## config.mk

```make
export PLATFORM = sky130hd
export DESIGN_NAME = rei_fetch
export DESIGN_NICKNAME = d
export VERILOG_FILES = /design/src/rtl/rei_pkg.sv /design/src/rtl/rei_fifo.sv /design/src/rtl/rei_fetch.sv
export SDC_FILE = /design/constraint.sdc
export NUM_CORES = 1
export LEC_CHECK = 0
export BUFFER_PORTS_ARGS = -buffer_cell sky130_fd_sc_hd__buf_2
export CAP_MARGIN = 20
export CORE_MARGIN = 1.5
export CORE_UTILIZATION = 32
export CTS_CLUSTER_SIZE = 25
export DETAILED_ROUTE_END_ITERATION = 16
export HOLD_SLACK_MARGIN = 0.15
export PLACE_DENSITY = 0.55
export SYNTH_ARGS = -nofsm -noshare
export SYNTH_HDL_FRONTEND = slang
export SYNTH_SLANG_ARGS = --single-unit
export TNS_END_PERCENT = 1
```

## constraint.sdc

```tcl
create_clock -name clk_i -period 19.2 [get_ports clk_i]
set_input_delay 0.96 -clock clk_i [delete_from_list [all_inputs] [get_ports clk_i]]
set_output_delay 0.96 -clock clk_i [all_outputs]
set_load 0.05 [all_outputs]
```

## src/rtl/rei_pkg.sv

```systemverilog
// Shared types and constants for the rei pipeline front end.
package rei_pkg;

  localparam int XLEN = 32;
  localparam int ILEN = 32;

  // Instruction-address-misaligned exception code
  localparam logic [3:0] CAUSE_MISALIGNED_FETCH = 4'd0;

  typedef struct packed {
    logic            valid;
    logic [3:0]      cause;
    logic [XLEN-1:0] tval;
  } exc_s;

  typedef struct packed {
    logic [XLEN-1:0] pc;
    logic [ILEN-1:0] ir;
    exc_s            exc;
  } fetch_entry_s;

  function automatic logic is_misaligned(input logic [XLEN-1:0] addr);
    return addr[1:0] != 2'b00;
  endfunction

endpackage

```

## src/rtl/rei_fifo.sv

```systemverilog
// Register-based fetch-entry queue with flush, count and push/pop.
// A flush empties the queue; a push in the same cycle lands in the
// emptied queue, a pop in the same cycle is ignored.
module rei_fifo
  import rei_pkg::*;
#(
  parameter int Depth = 4
) (
  input  logic                     clk_i,
  input  logic                     rst_i,
  input  logic                     flush_i,
  input  logic                     push_i,
  input  fetch_entry_s             push_data_i,
  input  logic                     pop_i,
  output logic                     valid_o,
  output fetch_entry_s             head_o,
  output logic [$clog2(Depth):0]   count_o
);

  localparam int AW = $clog2(Depth);
  localparam logic [AW:0] FULL = (AW + 1)'(Depth);

  fetch_entry_s  r_mem [Depth];
  logic [AW-1:0] r_rptr;
  logic [AW-1:0] r_wptr;
  logic [AW:0]   r_count;

  logic          w_pop;
  logic [AW-1:0] w_wr_idx;

  assign w_pop    = pop_i & ~flush_i & (r_count != '0);
  assign w_wr_idx = flush_i ? '0 : r_wptr;

  // Entry storage, written on push only
  always_ff @(posedge clk_i) begin
    if (push_i) r_mem[w_wr_idx] <= push_data_i;
  end

  // Read/write pointers and occupancy
  always_ff @(posedge clk_i or posedge rst_i) begin
    if (rst_i) begin
      r_rptr  <= '0;
      r_wptr  <= '0;
      r_count <= '0;
    end else if (flush_i) begin
      r_rptr  <= '0;
      r_wptr  <= push_i ? AW'(1) : '0;
      r_count <= push_i ? (AW + 1)'(1) : '0;
    end else begin
      if (push_i) r_wptr <= r_wptr + AW'(1);
      if (w_pop)  r_rptr <= r_rptr + AW'(1);
      r_count <= r_count + (AW + 1)'(push_i) - (AW + 1)'(w_pop);
    end
  end

  assign valid_o = (r_count != '0);
  assign head_o  = r_mem[r_rptr];
  assign count_o = r_count;

  a_no_overflow: assert property (@(posedge clk_i) disable iff (rst_i)
    (push_i && !flush_i && !w_pop) |-> (r_count != FULL));

endmodule

```

## src/rtl/rei_fetch.sv

```systemverilog
// Instruction-fetch front end: ibus read master with multiple outstanding
// reads, credit-limited instruction queue, redirect with stale-response
// discard and a halting misaligned-target exception path.
module rei_fetch
  import rei_pkg::*;
#(
  parameter int              Depth          = 4,
  parameter int              MaxOutstanding = 2,
  parameter logic [XLEN-1:0] ResetVector    = 32'h0000_0000
) (
  input  logic            clk_i,
  input  logic            rst_i,
  output logic            ibus_arvalid_o,
  input  logic            ibus_arready_i,
  output logic [XLEN-1:0] ibus_araddr_o,
  input  logic            ibus_rvalid_i,
  input  logic [ILEN-1:0] ibus_rdata_i,
  input  logic            redirect_i,
  input  logic [XLEN-1:0] redirect_pc_i,
  output logic            id_valid_o,
  input  logic            id_ready_i,
  output logic [XLEN-1:0] id_pc_o,
  output logic [ILEN-1:0] id_ir_o,
  output exc_s            id_exc_o
);

  localparam int CW = $clog2(Depth) + 1;
  localparam int OW = $clog2(MaxOutstanding + 1);

  logic            r_arvalid;
  logic [XLEN-1:0] r_araddr;
  logic [XLEN-1:0] r_pc;
  logic [XLEN-1:0] r_resp_pc;
  logic [OW-1:0]   r_out;
  logic [OW-1:0]   r_discard;
  logic            r_stale;
  logic            r_halt;

  logic            w_accept;
  logic            w_hold;
  logic            w_misaligned;
  logic            w_drop;
  logic            w_push_rsp;
  logic            w_pop;
  logic            w_fifo_push;
  logic            w_head_valid;
  fetch_entry_s    w_push_data;
  fetch_entry_s    w_head;
  logic [CW-1:0]   w_count;
  logic [CW-1:0]   w_count_nxt;
  logic [OW-1:0]   w_out_nxt;
  logic [OW-1:0]   w_disc_nxt;
  logic            w_stale_nxt;
  logic            w_halt_nxt;
  logic [XLEN-1:0] w_pc_nxt;
  logic [XLEN-1:0] w_resp_pc_nxt;
  logic            w_issue;

  assign w_accept     = r_arvalid & ibus_arready_i;
  assign w_hold       = r_arvalid & ~ibus_arready_i;
  assign w_misaligned = redirect_i & is_misaligned(redirect_pc_i);
  // Responses belonging to the pre-redirect stream never reach the queue
  assign w_drop       = ibus_rvalid_i & (redirect_i | (r_discard != '0));
  assign w_push_rsp   = ibus_rvalid_i & ~w_drop;
  assign w_pop        = w_head_valid & id_ready_i & ~redirect_i;
  assign w_fifo_push  = redirect_i ? w_misaligned : w_push_rsp;

  // Queue entry: either the faulting redirect target or a returned instruction
  always_comb begin
    w_push_data = '0;
    if (redirect_i) begin
      w_push_data.pc        = redirect_pc_i;
      w_push_data.exc.valid = 1'b1;
      w_push_data.exc.cause = CAUSE_MISALIGNED_FETCH;
      w_push_data.exc.tval  = redirect_pc_i;
    end else begin
      w_push_data.pc = r_resp_pc;
      w_push_data.ir = ibus_rdata_i;
    end
  end

  // Next-state bookkeeping; a redirect overrides all other updates
  always_comb begin
    w_out_nxt = r_out + OW'(w_accept) - OW'(ibus_rvalid_i);
    if (redirect_i) begin
      // Everything still in flight after this cycle belongs to the old stream
      w_disc_nxt    = w_out_nxt;
      w_stale_nxt   = w_hold;
      w_halt_nxt    = w_misaligned;
      w_pc_nxt      = redirect_pc_i;
      w_resp_pc_nxt = redirect_pc_i;
      w_count_nxt   = CW'(w_misaligned);
    end else begin
      w_disc_nxt    = r_discard + OW'(w_accept & r_stale) - OW'(w_drop);
      w_stale_nxt   = r_stale & ~w_accept;
      w_halt_nxt    = r_halt;
      // A stale request was issued for the old stream, so it does not advance pc
      w_pc_nxt      = (w_accept & ~r_stale) ? r_pc + XLEN'(4) : r_pc;
      w_resp_pc_nxt = w_push_rsp ? r_resp_pc + XLEN'(4) : r_resp_pc;
      w_count_nxt   = w_count + CW'(w_push_rsp) - CW'(w_pop);
    end
    // Credit rule: every in-flight read already owns a queue slot
    w_issue = !w_halt_nxt
           && (32'(w_out_nxt) < 32'(MaxOutstanding))
           && (32'(w_count_nxt) + 32'(w_out_nxt) < 32'(Depth));
  end

  // Fetch state and the registered read-request channel
  always_ff @(posedge clk_i or posedge rst_i) begin
    if (rst_i) begin
      r_arvalid <= 1'b0;
      r_araddr  <= ResetVector;
      r_pc      <= ResetVector;
      r_resp_pc <= ResetVector;
      r_out     <= '0;
      r_discard <= '0;
      r_stale   <= 1'b0;
      r_halt    <= 1'b0;
    end else begin
      r_out     <= w_out_nxt;
      r_discard <= w_disc_nxt;
      r_stale   <= w_stale_nxt;
      r_halt    <= w_halt_nxt;
      r_pc      <= w_pc_nxt;
      r_resp_pc <= w_resp_pc_nxt;
      if (w_hold) begin
        r_arvalid <= 1'b1;
      end else begin
        r_arvalid <= w_issue;
        if (w_issue) r_araddr <= w_pc_nxt;
      end
    end
  end

  rei_fifo #(
    .Depth(Depth)
  ) u_queue (
    .clk_i      (clk_i),
    .rst_i      (rst_i),
    .flush_i    (redirect_i),
    .push_i     (w_fifo_push),
    .push_data_i(w_push_data),
    .pop_i      (w_pop),
    .valid_o    (w_head_valid),
    .head_o     (w_head),
    .count_o    (w_count)
  );

  assign ibus_arvalid_o = r_arvalid;
  assign ibus_araddr_o  = r_araddr;
  assign id_valid_o     = w_head_valid;
  assign id_pc_o        = w_head_valid ? w_head.pc  : '0;
  assign id_ir_o        = w_head_valid ? w_head.ir  : '0;
  assign id_exc_o       = w_head_valid ? w_head.exc : '0;

  a_rsp_expected: assert property (@(posedge clk_i) disable iff (rst_i)
    ibus_rvalid_i |-> (r_out != '0));

  a_araddr_aligned: assert property (@(posedge clk_i) disable iff (rst_i)
    r_arvalid |-> (r_araddr[1:0] == 2'b00));

endmodule

```

Word-level counts from Yosys, hierarchy flattened
Memories as Yosys holds them, arrays and structs flattened.
Index checks and enable logic that the tools add are counted.
{ "word_totals": {"ff_bits": 110, "ram_bits": 404, "inputBits": 70, "out_inout_bits": 135, "word_cells": 82, "memories": 1} }
{ "classes": {"addsub": 13, "order_cmp": 2, "mux": 26, "bitwise": 19, "n_reduce_logical": 10} }
{ "mem_list": {"columns": ["memory", "depth", "word_bits", "rd", "rd_ports_with_merged_regs", "wr", "line", "source"], "rows": [
  ["u_queue.r_mem", 4, 101, 1, 0, 1, "rei_fifo.sv:23", "fetch_entry_s r_mem [Depth];"]
]} }
{ "op_table": {"columns": ["op", "n"], "rows": [
  ["$mux 32", 8],
  ["$mux 37", 2],
  ["$add 32x3->32 const B", 2],
  ["$and 1x1->1", 12],
  ["$mux 2", 6],
  ["$reduce_bool 2->1", 5],
  ["$mux 1", 8],
  ["$add 3x1->3", 2],
  ["$mux 3", 2],
  ["$not 1->1", 6],
  ["$sub 3x1->3", 2],
  ["$add 2x1->2", 2],
  ["$add 2x1->2 const B", 2],
  ["$add 3x2->4", 1],
  ["$lt 4x3->1 const B", 1],
  ["$sub 2x1->2", 2],
  ["$reduce_bool 3->1", 1],
  ["$logic_and 1x1->1", 2],
  ["$lt 2x2->1 const B", 1],
  ["$reduce_and 2->1", 1],
  ["$logic_not 1->1", 1],
  ["$or 1x1->1", 1]
]} }

Logic depth before layout (Yosys ltp)
{ "depth": {"depth_word": 12, "ltp_mapped": 17, "mapped_depth_nobuf": 14} }

Hierarchy
A second synthesis with hierarchy kept.
{ "unflattened": {"cells_unflattened": 1312, "area_unflattened_um2": 21634.5} }
{ "modules_own_cells": {"columns": ["mod", "instances", "cells_each", "area_each_um2", "seq_area_each_um2"], "rows": [
  ["rei_fifo", 1, 568, 15060.7, 12306.8],
  ["rei_fetch", 1, 744, 6573.8, 2577.5]
]} }

Least setup slack after synthesis
OpenSTA, ideal clock, no wires.
{ "synth_timing": {"kind": "input to register", "startpoint": "input redirect_i", "endpoint": "memory u_queue.r_mem[1][0] (netlist bit) (enable)", "setup_ns": 0.692, "arrival_time_ns": 8.823, "t_required_ns": 18.508, "setup_slack_ns": 9.685, "path_stages": 3, "n_path_buf": 1, "cell_sequence": "clkbuf_1 -> or4b_1 -> nor3b_1"} }
{ "synth_via": {"elab_chain_cells": 7, "word_cells_on_any_way": 9, "cone_classes": "mux: 4; bitwise: 5"} }
{ "synth_rtl": {"columns": ["element", "line", "source"], "rows": [
  ["from (decl)", "rei_fetch.sv:18", "input logic redirect_i,"],
  ["$or 1x1->1", "rei_fetch.sv:63", "assign w_drop = ibus_rvalid_i & (redirect_i | (r_discard != '0));"],
  ["$and 1x1->1", "rei_fetch.sv:63", null],
  ["$not 1->1", "rei_fetch.sv:64", "assign w_push_rsp = ibus_rvalid_i & ~w_drop;"],
  ["$and 1x1->1", "rei_fetch.sv:64", null],
  ["$mux 1", "rei_fetch.sv:66", "assign w_fifo_push = redirect_i ? w_misaligned : w_push_rsp;"],
  ["$mux 1", "rei_fifo.sv:36", "if (push_i) r_mem[w_wr_idx] <= push_data_i;"],
  ["$mux 1 (not written as such)", "rei_fifo.sv:36", null],
  ["to (decl)", "rei_fifo.sv:23", null]
]} }
Several ways; a longest one is shown, not always the timed one.

Worst setup path after layout
{ "layout_timing": {"startpoint": "input redirect_i", "endpoint": "register r_araddr[15], in the netlist ibus_araddr_o[15]"} }
{ "layout_via": {"elab_chain_cells": 11, "word_cells_on_any_way": 18, "cone_classes": "add/sub: 3; order compare: 1; mux: 3; bitwise: 7; reduce/logical: 4"} }
{ "layout_rtl": {"columns": ["element", "line", "source"], "rows": [
  ["$or 1x1->1", "rei_fetch.sv:63", null],
  ["$and 1x1->1", "rei_fetch.sv:63", null],
  ["$not 1->1", "rei_fetch.sv:64", null],
  ["$and 1x1->1", "rei_fetch.sv:64", null],
  ["$add 3x1->3", "rei_fetch.sv:100", "w_count_nxt = w_count + CW'(w_push_rsp) - CW'(w_pop);"],
  ["$sub 3x1->3", "rei_fetch.sv:100", null],
  ["$mux 3", "rei_fetch.sv:85", "if (redirect_i) begin"],
  ["$add 3x2->4", "rei_fetch.sv:105", "&& (32'(w_count_nxt) + 32'(w_out_nxt) < 32'(Depth));"],
  ["$lt 4x3->1", "rei_fetch.sv:105", null],
  ["$logic_and 1x1->1", "rei_fetch.sv:105", null],
  ["$reduce_and 2->1 (no source line)", null, null],
  ["to (signal assigned)", "rei_fetch.sv:112", "r_araddr <= ResetVector;"],
  ["to (signal assigned)", "rei_fetch.sv:130", "if (w_issue) r_araddr <= w_pc_nxt;"],
  ["to (decl)", "rei_fetch.sv:31", "logic [XLEN-1:0] r_araddr;"]
]} }
Several ways; a longest one is shown, not always the timed one.
A chain may end at the register's enable or synchronous reset.

==> results.sh <==
export IMPL_p_leak_nw=8.926
export IMPL_yosys_area_share_simple_pct=9.731
export IMPL_gr_total_overflow=0
export IMPL_syn_inst=1279
export IMPL_gp_congestion=0.7866
export IMPL_dieArea_um2=66800
export IMPL_cts_setup_buffers=0
export IMPL_cp_arrival_ns=5.06
export IMPL_htree_levels=2
export IMPL_relSlewSlack_pct=27.86
export IMPL_whs_ns=0.3617
export IMPL_grt_pass1_vias=11923
export IMPL_async_reset_ff_share_pct=22.09
export IMPL_clock_sinks=498
export IMPL_crit_path_cell_trace="buf_4 -> buf_4 -> nor2_1 -> ha_1 -> inv_1 -> ha_1 -> fa_1 -> nor2b_1 -> ha_1 -> nand3_1 -> a31o_2 -> nand3_1 -> buf_4 -> mux2_2"
export IMPL_dieWidth_um=258.5
export IMPL_ctsRootBufferMaster="clkbuf_16"
export IMPL_maxCapViolations=0
export IMPL_synthMuxAreaShare_pct=12.74
export IMPL_max_stage_delay_ns=0.67
export IMPL_end_kind="flip-flop"
export IMPL_antenna_found_initial=2
export IMPL_num_vias=11705
export IMPL_setup_tns_ns=0
export IMPL_yosysTopAreaCell="edfxtp_1"
export IMPL_final_cell_mix="edfxtp_1, buf_2, and2_1"
export IMPL_rows=93
export IMPL_crit_required_ns=19.66
export IMPL_gr_usage_all_layers_pct=15.22
export IMPL_peakVddDrop_uv=99.69
export IMPL_finalMaxSlewViolations=0
export IMPL_cts_tree="built"
export IMPL_hold_buffers=0
export IMPL_dp_cells=2283
export IMPL_synth_adder_area_share_pct=0.8509
export IMPL_portBuffers=200
export IMPL_slowest_stage="buf_4"
export IMPL_ys_top_cells_by_area="edfxtp_1, dfrtp_1, mux4_2"
export IMPL_final_nets=1566
export IMPL_ant_nets=0
export IMPL_outcome="finished clean"
export IMPL_final_cells=2378
export IMPL_power_density_nw_per_um2=142.3
export IMPL_ctsResizeCount=0
export IMPL_place_hpwl_mm=32.29
export IMPL_start_util_pct=32.39
export IMPL_skew_ns=0.02309
export IMPL_period_minus_slack_ns=4.596
export IMPL_worstSetupPathType="input port to flip-flop"
export IMPL_synth_top_family_by_area="multiplexers"
export IMPL_area_growth_pct=17.53
export IMPL_grt_pass1_wl_mm=76.54
export IMPL_clkTransAtPathRegs_ns=0.07
export IMPL_rsz0062_at_grt="no"
export IMPL_yosysSeqAreaShare_pct=68.98
export IMPL_pin_count=205
export IMPL_grt_max_degree=101
export IMPL_finalHoldViolations=0
export IMPL_yosys_area_top_type_share_pct=55.80
export IMPL_drt_total_wl_mm=51.08
export IMPL_syn_cell_area_um2=20880
export IMPL_wire_per_inst_um=21.48
export IMPL_fin_area_um2=24540
export IMPL_synth_compound_gate_area_share_pct=3.523
export IMPL_path_max_fanout=66
export IMPL_final_common_cell="edfxtp_1"
export IMPL_die_height_um=258.5
export IMPL_dr_pass1_iters=5
export IMPL_setup_viol=0
export IMPL_tightest_slew_ns=1.080
export IMPL_cts_buffer_depth=3
export IMPL_synth_edf_count=388
export IMPL_antennaDiodeCount=0
export IMPL_drc_errors=0
export IMPL_ys_ff_latch=498
export IMPL_drt_iter0_markers=817
export IMPL_cts_buffers=51
export IMPL_fin_crit_sh_pct=23.94
export IMPL_fmax_mhz=217.6
export IMPL_synth_distinct_cells=56
export IMPL_ys_warn_count=0
export IMPL_placed_area_um2=22860
export IMPL_syn_avg_cell_area_um2=16.33
export IMPL_insertion_delay_ns=0.60
export IMPL_core_area_um2=64460
export IMPL_synth_ff_type="edfxtp_1"
export IMPL_via_per_inst=4.922
export IMPL_synth_xor_area_share_pct=2.073
export IMPL_drive_gt1_share_pct=28.89
export IMPL_cp_start_kind="input port"
export IMPL_min_path_type="input port to async pin"
[layout make-up]
class / instances / area, µm²
Clock buffer: 70 / 1424
Clock inverter: 23 / 205.2
Fill cell: 6110 / 39920
Inverter: 41 / 156.4
Multi-Input combinational cell: 675 / 6091
Sequential cell: 498 / 14410
Tap cell: 855 / 1070
Timing Repair Buffer: 216 / 1184
[cell usage after synthesis (2+ instances only)]
library cell and number:
edfxtp_1 388, and2_1 112, dfrtp_1 110, mux4_2 97, nor2_1 55, nand2_1 44
clkbuf_1 43, inv_1 41, nor2b_1 39, mux2_2 35, a21o_1 31, xnor2_1 27
nand3_1 26, a21oi_1 23, o21ai_0 23, nand4_1 19, buf_1 18, xor2_1 17
nor3_1 13, ha_1 11, nor4_1 10, and3_1 9, and4_1 9, o31ai_1 8
a31oi_1 7, or3_1 7, mux2i_1 6, or4_1 5, a31o_2 4, buf_4 4
a21boi_0 3, a221oi_1 3, nor3b_1 3, a211oi_1 2, a311oi_1 2, buf_2 2
fa_1 2, mux2_1 2, xor3_1 2
[worst max-delay path, delay by kind of cell]
| family | cells | cell delay, ns |
|---|---|---|
| buffers and inverters | 4 | 1.72 |
| adders and majority gates | 4 | 1.21 |
| and+or+nand+nor | 4 | 0.42 |
| muxes | 1 | 0.39 |
| AOI/OAI and AO/OA | 1 | 0.27 |
[where the power goes]
part | switching (W) | internal (W)
logic | 0.000803 | 0.000350
registers | 0.0000784 | 0.00129
clock network | 0.000417 | 0.000549
[worst paths after layout]
path	cells after the start	start	to	slack, ns
max in group asynchronous	4	rst_i	ibus_araddr_o[13]	17.79
min in group clk_i	1	r_resp_pc[1]	r_resp_pc[1]	0.48
worst min register to register	1	r_resp_pc[1]	r_resp_pc[1]	0.48
worst max register to register	14	u_queue.count_o[1]	ibus_araddr_o[15]	14.89
worst min-delay path	2	rst_i	ibus_araddr_o[1]	0.36
worst max-delay path	14	redirect_i	ibus_araddr_o[15]	14.60
[metal layers]
metal	track usage, %	vias to the layer above	part of all wire [%]
li1	-	5263	-
met1	21.26	6031	45
met2	24.41	345	48
met3	2.846	66	5.7
met4	4.029	0	1.9
met5	0	-	0
[flip-flops by register name, summed over array words and instances, names as in the netlist]
register and flops:
r_stale 1, u_queue.r_rptr 2, u_queue.r_wptr 2, r_pc 32
r_out 2, r_resp_pc 32, u_queue.count_o 3, r_halt 1
ibus_araddr_o 32, ibus_arvalid_o 1, r_discard 2, u_queue.r_mem 388
[through the flow]
step	utilization, %	setup WS, ns	power (W)
detailed placement	35.46	14.00	0.002566
global placement	35.41	14.04	0.002553
finish	38.07	14.60	0.003491
global route	38.07	14.38	0.003644
CTS	37.98	14.41	0.003544
floorplan	-	9.685	0.002260
[cell families after synthesis]
kind of cell / after synthesis
flip-flops: 498
XOR/XNOR: 46
adder cells (fa/ha/maj): 13
buffers and inverters: 109
AND/OR/NAND/NOR: 360
multiplexers: 140
AO/OA/AOI/OAI: 112
other: 1
Power figures use the tool's default switching activity.
